### src/rtl/alu_multicycle.sv
// Execute-stage ALU with a valid/ready result handshake.
// Logic, arithmetic and compare ops finish in one registered cycle; shifts
// move one bit per cycle unless ALU_BARREL_SHIFT_EN is defined, in which case
// a combinational barrel shifter makes them single-cycle too.
module alu_multicycle #(
    parameter int unsigned DATA_W  = 32,
    parameter int unsigned SHAMT_W = 5
) (
    input  logic              clk,
    input  logic              reset_n,
    input  logic              in_valid,
    output logic              in_ready,
    input  logic [3:0]        Operation,
    input  logic [DATA_W-1:0] SrcA,
    input  logic [DATA_W-1:0] SrcB,
    output logic              out_valid,
    input  logic              out_ready,
    output logic [DATA_W-1:0] ALUResult,
    output logic              busy
);

    localparam logic [3:0] OP_AND = 4'b0000;
    localparam logic [3:0] OP_OR  = 4'b0001;
    localparam logic [3:0] OP_ADD = 4'b0010;
    localparam logic [3:0] OP_SUB = 4'b0011;
    localparam logic [3:0] OP_SLL = 4'b0100;
    localparam logic [3:0] OP_SRL = 4'b0101;
    localparam logic [3:0] OP_SRA = 4'b0111;
    localparam logic [3:0] OP_BEQ = 4'b1000;
    localparam logic [3:0] OP_XOR = 4'b1001;
    localparam logic [3:0] OP_BNE = 4'b1010;
    localparam logic [3:0] OP_SLT = 4'b1100;
    localparam logic [3:0] OP_BGE = 4'b1101;
    localparam logic [3:0] OP_BLT = 4'b1110;

`ifdef ALU_BARREL_SHIFT_EN
    localparam bit BARREL_EN = 1'b1;
`else
    localparam bit BARREL_EN = 1'b0;
`endif

    typedef enum logic [1:0] {
        ST_IDLE  = 2'd0,
        ST_SHIFT = 2'd1,
        ST_DONE  = 2'd2
    } state_t;

    state_t              state_q;
    state_t              state_d;
    logic [DATA_W-1:0]   result_q;
    logic [DATA_W-1:0]   work_q;
    logic [SHAMT_W-1:0]  cnt_q;
    logic [3:0]          sop_q;

    logic                accept_c;
    logic                is_shift_c;
    logic                start_shift_c;
    logic                last_shift_c;
    logic [SHAMT_W-1:0]  shamt_c;
    logic [DATA_W-1:0]   comb_result_c;
    logic [DATA_W-1:0]   shift1_c;

    // Single-cycle result; for shifts this is only used when no iteration is needed
    function automatic logic [DATA_W-1:0] alu_fn(
        input logic [3:0]        op,
        input logic [DATA_W-1:0] a,
        input logic [DATA_W-1:0] b
    );
        logic [DATA_W-1:0] r;
`ifdef ALU_BARREL_SHIFT_EN
        logic [SHAMT_W-1:0] sh;
        sh = b[SHAMT_W-1:0];
`endif
        r = '0;
        case (op)
            OP_AND: r = a & b;
            OP_OR:  r = a | b;
            OP_XOR: r = a ^ b;
            OP_ADD: r = a + b;
            OP_SUB: r = a - b;
`ifdef ALU_BARREL_SHIFT_EN
            OP_SLL: r = a << sh;
            OP_SRL: r = a >> sh;
            OP_SRA: r = DATA_W'($signed(a) >>> sh);
`else
            OP_SLL: r = a;
            OP_SRL: r = a;
            OP_SRA: r = a;
`endif
            OP_SLT: r = DATA_W'($signed(a) < $signed(b));
            OP_BLT: r = DATA_W'($signed(a) < $signed(b));
            OP_BGE: r = DATA_W'(!($signed(a) < $signed(b)));
            OP_BEQ: r = DATA_W'(a == b);
            OP_BNE: r = DATA_W'(a != b);
            default: r = '0;
        endcase
        return r;
    endfunction

    // One-bit step of the iterative shifter
    function automatic logic [DATA_W-1:0] shift1(
        input logic [3:0]        op,
        input logic [DATA_W-1:0] w
    );
        logic [DATA_W-1:0] r;
        r = w;
        case (op)
            OP_SLL:  r = {w[DATA_W-2:0], 1'b0};
            OP_SRL:  r = {1'b0, w[DATA_W-1:1]};
            OP_SRA:  r = {w[DATA_W-1], w[DATA_W-1:1]};
            default: r = w;
        endcase
        return r;
    endfunction

    // Accept decode and datapath helpers
    always_comb begin
        shamt_c       = SrcB[SHAMT_W-1:0];
        is_shift_c    = (Operation == OP_SLL) || (Operation == OP_SRL) ||
                        (Operation == OP_SRA);
        accept_c      = in_valid && in_ready;
        start_shift_c = accept_c && is_shift_c && (shamt_c != '0) && !BARREL_EN;
        last_shift_c  = (cnt_q <= SHAMT_W'(1));
        comb_result_c = alu_fn(Operation, SrcA, SrcB);
        shift1_c      = shift1(sop_q, work_q);
    end

    // State register
    always_ff @(posedge clk or negedge reset_n) begin
        if (!reset_n) begin
            state_q <= ST_IDLE;
        end else begin
            state_q <= state_d;
        end
    end

    // Next-state logic
    always_comb begin
        state_d = state_q;
        case (state_q)
            ST_IDLE: begin
                if (accept_c) begin
                    state_d = start_shift_c ? ST_SHIFT : ST_DONE;
                end
            end
            ST_SHIFT: begin
                if (last_shift_c) begin
                    state_d = ST_DONE;
                end
            end
            ST_DONE: begin
                if (accept_c) begin
                    state_d = start_shift_c ? ST_SHIFT : ST_DONE;
                end else if (out_ready) begin
                    state_d = ST_IDLE;
                end
            end
            default: state_d = ST_IDLE;
        endcase
    end

    // Handshake and status outputs decoded from the state register
    always_comb begin
        in_ready  = 1'b0;
        out_valid = 1'b0;
        busy      = 1'b0;
        case (state_q)
            ST_IDLE:  in_ready = 1'b1;
            ST_SHIFT: busy     = 1'b1;
            ST_DONE: begin
                out_valid = 1'b1;
                in_ready  = out_ready;
            end
            default: in_ready = 1'b0;
        endcase
    end

    // Operand capture, shift iteration and result register
    always_ff @(posedge clk or negedge reset_n) begin
        if (!reset_n) begin
            result_q <= '0;
            work_q   <= '0;
            cnt_q    <= '0;
            sop_q    <= '0;
        end else if (accept_c) begin
            if (start_shift_c) begin
                work_q <= SrcA;
                cnt_q  <= shamt_c;
                sop_q  <= Operation;
            end else begin
                result_q <= comb_result_c;
            end
        end else if (state_q == ST_SHIFT) begin
            work_q <= shift1_c;
            cnt_q  <= cnt_q - SHAMT_W'(1);
            if (last_shift_c) begin
                result_q <= shift1_c;
            end
        end
    end

    assign ALUResult = result_q;

endmodule

### config.mk
export PLATFORM = sky130hd
export DESIGN_NAME = alu_multicycle
export DESIGN_NICKNAME = d
export VERILOG_FILES = /design/src/rtl/alu_multicycle.sv
export SDC_FILE = /design/constraint.sdc
export NUM_CORES = 1
export LEC_CHECK = 0
export BUFFER_PORTS_ARGS = -buffer_cell sky130_fd_sc_hd__buf_2
export CAP_MARGIN = 10
export CORE_AREA = 5 5 151 153
export CTS_CLUSTER_SIZE = 14
export DETAILED_ROUTE_END_ITERATION = 8
export DIE_AREA = 0 0 156 158
export HOLD_SLACK_MARGIN = 0.1
export PLACE_DENSITY = 0.74
export SLEW_MARGIN = 20
export SYNTH_ARGS = -nofsm -noshare
export SYNTH_HDL_FRONTEND = slang
export SYNTH_SLANG_ARGS = --single-unit
export TNS_END_PERCENT = 20
### constraint.sdc
create_clock -name clk -period 3.53 [get_ports clk]
set_clock_uncertainty 0.15 [all_clocks]
set_input_delay 0.706 -clock clk [delete_from_list [all_inputs] [get_ports clk]]
set_output_delay 0.706 -clock clk [all_outputs]
set_load 0.02 [all_outputs]
==> summary.txt, run 1 <==
status = finished, final reports clean
n_diodes = 0
Placer Congestion = 0.9978
max cap viols = 0
CP startpoint kind = primary input
GR Util All Layers = 28.25%
Final Util = 51.43%
postcts setup bufs = 0
num rows = 54
Worst Path Class, Setup = in -> reg
final hold violation count = 0
yosys warns = 0
Final setup viols = 0
Area Overhead vs Synth = 17.37%
max_slew headroom = 46.50%
largest net degree at the start of global routing = 76
register bit count reported by yosys = 75
Post-layout nets = 1588
worst-path maximum fanout = 3
Post-synth ARST share = 100.0%
Total Wirelength = 35620 um
pre-CTS setup slack = -75.75 ps
die area = 24650 um^2
Die Width = 156 um
Total Power = 5.710 mW
post-synthesis sequential area ratio = 20.00%
main flop type after synthesis = dfrtp_1
met2 Use GR = 42.99%
layout cells sized above 1 = 19.38%
vias post-DR = 10540
Worst VDD drop = 260.0 uV
# fillers = 2116
Max Root-Sink Buffers = 2
Core ar. = 21420 um^2
vias in the first global route = 9928
RSZ-0062 raised after global routing = no
worst endpoint required time = 3620 ps
placed cell count = 1673
fmax = 0.3006 GHz
Max stage delay cell, worst path = o311ai_2
cts bufs inserted = 9
GR Util met3 = 5.659%
initial antenna violation count = 0
cell count after synthesis = 1269
I/O Buffers = 106
Buf+Inv Stages, Crit Path = 2
GR Util met1 = 40.31%
Hold-fix buffers, CTS = 0
root buffer cell = clkbuf_16
Max stage delay on crit path = 440 ps
worst path cell trace = buf_2, inv_1, ha_1, fa_1, o21bai_1, a211oi_2, nor2b_1, o311ai_2, a31oi_2, o41ai_2, mux2i_1, a21oi_1, or3_1
Mapped Avg Cell Area = 7.396 um^2
clk sink count = 75
Syn Nets = 1453
Final Cell Area = 11020 um^2
Lkg Pwr = 5.068 nW
minimum clock period = 3326 ps
Worst Max-Slew Pin Slew = 799.5 ps
DRC = 0
PwrDens = 518.4 nW/um^2
Arrival @ worst endpoint = 3420 ps
DP HPWL = 27270 um
drt via density = 6.238
Die Span Y = 158 um
post-cts sizing count = 0
routed len/inst = 21.09 um
CTS tree = done
post-synthesis cell area = 9385 um^2
worst setup margin = 203.5 ps
Placed Area = 10730 um^2
EDFF count, synth = 0
post-route ant nets = 0
drt first-iter violations = 1303
CTS HTree Levels = 3
final slew viol count = 0
CTS clock-pin slew for the worst setup and hold paths = 70 ps
first-pass GRT wire length = 55280 um
post-route clock period utilization = 94.23%
IO Pins = 107
peak-usage layer in the global routing report = met2
non-filler cells, final = 1689
total gr overflow = 0
1st-pass router iterations = 6
distinct cell type count after synthesis = 86
Crit. End Element = flip-flop
Starting Density = 43.82%
worst hold-check path type = in -> async
Crit path max-delay family = compound AO/OA/AOI/OAI gates
Worst-Skew Late Latency = 350 ps
==> synthesized netlist by cell type, drive strengths merged (5+ instances only) <==
cell / number / area share [%]
a211oi: 18 / 1.7
a21o: 17 / 1.4
a21oi: 141 / 7.6
a221o: 9 / 0.96
a221oi: 25 / 2.4
a222oi: 30 / 3.2
a22oi: 8 / 0.64
a31oi: 10 / 0.73
and2: 7 / 0.47
and3: 8 / 0.53
buf: 37 / 2.1
clkbuf: 50 / 2.0
dfrtp: 75 / 20
ha: 110 / 15
inv: 98 / 3.9
mux2i: 7 / 0.75
nand2: 100 / 4.0
nand2b: 11 / 0.73
nand3: 23 / 1.3
nand4: 6 / 0.40
nor2: 130 / 5.3
nor2b: 18 / 1.2
nor3: 36 / 2.0
nor4: 10 / 0.73
o211ai: 18 / 1.6
o21a: 10 / 0.80
o21ai: 123 / 6.6
o21bai: 10 / 0.80
o221ai: 8 / 0.75
o22a: 5 / 0.48
o22ai: 6 / 0.40
o311ai: 8 / 0.83
o31ai: 13 / 1.1
or2: 9 / 0.60
or3: 11 / 0.84
xnor2: 12 / 1.1
==> registers in the layout, summed over array words and instances (netlist names) <==
signal / cells
ALUResult: 32
cnt_q: 5
sop_q: 4
work_q: 32
state_q: 2
==> metal layers <==
| layer | share of wire (%) | vias up |
|---|---|---|
| met2 | 43 | 591 |
| met5 | 0 | - |
| met4 | 2.4 | 0 |
| met3 | 10 | 68 |
| met1 | 44 | 4943 |
| li1 | - | 4934 |
==> worst register-to-register path: stages, from the launching register on <==
cell and delay [ps]:
dfrtp_1 450, ha_1 220, o21ai_0 510, o22a_2 500, nor2_4 80, nand2_1 110, buf_4 210, a21oi_1 50
or3_1 310
==> final cells by class <==
class / instances / area [um^2] / share of cell area, %
Clock buffer: 11 / 242.7 / 2.204
Multi-Input combinational cell: 1009 / 6790 / 61.64
Tap cell: 280 / 350.3 / 3.180
Inverter: 98 / 367.9 / 3.339
Sequential cell: 75 / 1877 / 17.04
Timing Repair Buffer: 211 / 1350 / 12.26
Clock inverter: 5 / 37.54 / 0.3408
==> cell families after synthesis <==
group                    after synthesis  share of synthesized area (%)
multiplexers                           8                         0.8666
adder cells (fa/ha/maj)              112                          15.09
XOR/XNOR                              14                          1.307
flip-flops                            75                          20.00
AND/OR/NAND/NOR                      378                          18.94
buffers and inverters                185                          8.052
AO/OA/AOI/OAI                        497                          35.74
==> placed cells by master, fill, tap and decap left out, types with 10 or more instances in the layout <==
cell type,synthesis,routed
buf_2,22,105
a211oi_1,14,14
inv_1,94,94
o21ai_0,106,106
a21oi_1,139,139
nor2b_1,18,18
o21a_1,10,10
nor3_1,34,33
o31ai_1,12,12
xnor2_1,12,12
buf_4,7,103
nand2b_1,11,11
a221oi_1,24,24
nand3_1,22,22
ha_1,110,110
a21o_1,17,17
o21bai_1,10,10
nor2_1,127,126
o211ai_1,15,15
a222oi_1,30,30
nand2_1,100,99
dfrtp_1,75,75
o21ai_1,17,17
==> through the flow <==
step	hold slack, ps	TNS, ps
floorplan	260.4	0
global placement	304.3	-30.43
detailed placement	318.2	-75.75
CTS	333.6	0
global route	311.1	0
finish	246.6	0
==> worst paths after layout <==
kind	startpoint	to	slack, ps	depth (start not counted)
setup reg to reg	cnt_q[0]$_DFFE_PN0P_	ALUResult[22]$_DFFE_PN0P_	820	8
hold / removal	reset_n	ALUResult[4]$_DFFE_PN0P_	250	1
setup / recovery	SrcA[0]	ALUResult[22]$_DFFE_PN0P_	200	13
min in group clk	sop_q[2]$_DFFE_PN0P_	sop_q[2]$_DFFE_PN0P_	330	1
hold reg to reg	sop_q[2]$_DFFE_PN0P_	sop_q[2]$_DFFE_PN0P_	330	1
max in group asynchronous	reset_n	ALUResult[5]$_DFFE_PN0P_	2460	1
==> report_power, final <==
| group | switching [mW] | internal, mW | leakage (nW) |
|---|---|---|---|
| clock | 0.408 | 0.498 | 0.132 |
| sequential | 0.412 | 1.26 | 0.857 |
| combinational | 1.93 | 1.21 | 4.08 |
| total | 2.75 | 2.96 | 5.07 |
Note: power is estimated with default switching activity, not from simulation.
==> inputs of run 2 (changes only) <==
- CORE_AREA: 5 5 151 153 -> 3 3 149 151
- DIE_AREA: 0 0 156 158 -> 0 0 152 154
- HOLD_SLACK_MARGIN: 0.1 -> not set
- PLACE_DENSITY: 0.74 -> not set
- PLACE_DENSITY_LB_ADDON: not set -> 0.25
==> summary.txt, run 2 (synthesis gave the netlist of run 1 again) <==
status = finished, final reports clean (unchanged)
routed len/inst = 21.81 um (was 21.09 um)
Lkg Pwr = 5.196 nW (was 5.068 nW)
CTS HTree Levels = 3 (unchanged)
n_diodes = 0 (unchanged)
root buffer cell = clkbuf_16 (unchanged)
Final setup viols = 0 (unchanged)
fmax = 0.3093 GHz (was 0.3006 GHz)
1st-pass router iterations = 8 (was 6)
Total Wirelength = 37130 um (was 35620 um)
post-cts sizing count = 0 (unchanged)
Worst VDD drop = 263.6 uV (was 260.0 uV)
Crit. End Element = flip-flop (unchanged)
CTS clock-pin slew for the worst setup and hold paths = 60 ps (was 70 ps)
Starting Density = 44.79% (was 43.82%)
total gr overflow = 0 (unchanged)
most common cell after layout, fill and taps aside = a21oi_1 (unchanged)
Post-layout nets = 1607 (was 1588)
post-route ant nets = 0 (unchanged)
Core ar. = 20960 um^2 (was 21420 um^2)
CP startpoint = SrcA[0] (unchanged)
Area Overhead vs Synth = 19.73% (was 17.37%)
minimum clock period = 3234 ps (was 3326 ps)
placed cell count = 1687 (was 1673)
max_slew headroom = 49.02% (was 46.50%)
reg-to-reg slack, setup = 860 ps (was 820 ps)
DRC = 0 (unchanged)
max cap viols = 0 (unchanged)
vias in the first global route = 9874 (was 9928)
Worst-Skew Late Latency = 350 ps (about the same)
Hold-fix buffers, CTS = 0 (unchanged)
Placer Congestion = 0.9445 (was 0.9978)
worst r2r path cells = 8 (unchanged)
num rows = 53 (was 54)
layout cells sized above 1 = 20.39% (was 19.38%)
GR Util All Layers = 30.66% (was 28.25%)
worst hold-check path type = in -> async (unchanged)
clk sink count = 75 (unchanged)
vias post-DR = 10540 (about the same)
final slew viol count = 0 (unchanged)
post-route clock period utilization = 91.60% (was 94.23%)
Arrival @ worst endpoint = 3300 ps (was 3420 ps)
drt first-iter violations = 1140 (was 1303)
first-pass GRT wire length = 57420 um (was 55280 um)
postcts setup bufs = 0 (unchanged)
Final Util = 53.62% (was 51.43%)
cts bufs inserted = 9 (unchanged)
Worst Path Class, Setup = in -> reg (unchanged)
crit path capture = ALUResult[14]$_DFFE_PN0P_ (was ALUResult[22]$_DFFE_PN0P_)
initial antenna violation count = 1 (was 0)
Die Width = 152 um (was 156 um)
Die Span Y = 154 um (was 158 um)
CP startpoint kind = primary input (unchanged)
Max Root-Sink Buffers = 2 (unchanged)
die area = 23410 um^2 (was 24650 um^2)
I/O Buffers = 106 (unchanged)
PwrDens = 519.1 nW/um^2 (was 518.4 nW/um^2)
worst endpoint required time = 3600 ps (was 3620 ps)
non-filler cells, final = 1702 (was 1689)
Worst Max-Slew Pin Slew = 764.6 ps (was 799.5 ps)
final hold violation count = 0 (unchanged)
largest net degree at the start of global routing = 76 (unchanged)
CTS tree = done (unchanged)
worst-path maximum fanout = 3 (unchanged)
reg2reg start = cnt_q[0]$_DFFE_PN0P_ (unchanged)
IO Pins = 107 (unchanged)
DP HPWL = 28610 um (was 27270 um)
drt via density = 6.194 (was 6.238)
highest-count cells in the layout ignoring fill and taps = a21oi_1, nor2_1, buf_4, ha_1, o21ai_0 (was a21oi_1, nor2_1, ha_1, o21ai_0, buf_2)
FF-to-FF End = ALUResult[22]$_DFFE_PN0P_ (unchanged)
RSZ-0062 raised after global routing = no (unchanged)
-- run 2: final cells by class --
cell class              instances  area (um^2)
clock buffers                  12        256.5
well taps                     275        344.1
inverters                      98        367.9
fillers                      2065         9718
multi-input cells            1009         6790
clock inverters                 3        46.29
flip-flops and latches         75         1877
repair buffers                230         1555
-- run 2: power breakdown --
group / internal (mW) / switching (mW) / total, mW
registers: 1.26 / 0.394 / 1.65
clock network: 0.586 / 0.398 / 0.984
logic: 1.24 / 1.95 / 3.20
-- run 2: critical path, cell delays in order --
cell      delay, ps
buf_2           120
inv_1            60
ha_1            230
fa_1            390
o21bai_1        220
a211oi_2        110
nor2b_1         300
o311ai_2        190
and2_1          230
xnor2_1         130
o21ai_0         100
a211oi_1        290
buf_4           170
o21ai_0          60
-- run 2: metrics by stage --
step / instance area (um^2) / setup TNS (ps) / worst slack [ps] / power, mW / hold slack [ps]
6_report: 11240 / 0 / 296.5 / 5.833 / 261.0
3_3_place_gp: 10930 / -25.47 / -25.47 / 4.738 / 307.7
3_5_place_dp: 10930 / -69.09 / -61.43 / 4.783 / 318.4
2_1_floorplan: 9385 / 0 / 428.9 / 3.636 / 260.4
5_1_grt: 11240 / 0 / 68.97 / 6.219 / 324.1
4_1_cts: 11230 / 0 / 297.9 / 5.779 / 333.2
-- run 2: metal layers --
layer  global-route usage [%]  routed length [um]
met1                    46.00               17170
met5                        0                  11
met2                    44.83               15400
met4                    8.134                 872
met3                    5.939                3669
-- run 2: worst min-delay path by stage --
stage | startpoint | to | slack [ps] | cells after the start
finish | reset_n | work_q[4]$_DFFE_PN0P_ | 260 | 1
global route | reset_n | ALUResult[4]$_DFFE_PN0P_ | 320 | 1
CTS | sop_q[2]$_DFFE_PN0P_ | sop_q[2]$_DFFE_PN0P_ | 330 | 1
detailed placement | sop_q[2]$_DFFE_PN0P_ | sop_q[2]$_DFFE_PN0P_ | 320 | 1
global placement | sop_q[2]$_DFFE_PN0P_ | sop_q[2]$_DFFE_PN0P_ | 310 | 1
floorplan | reset_n | ALUResult[0]$_DFFE_PN0P_ | 260 | 0
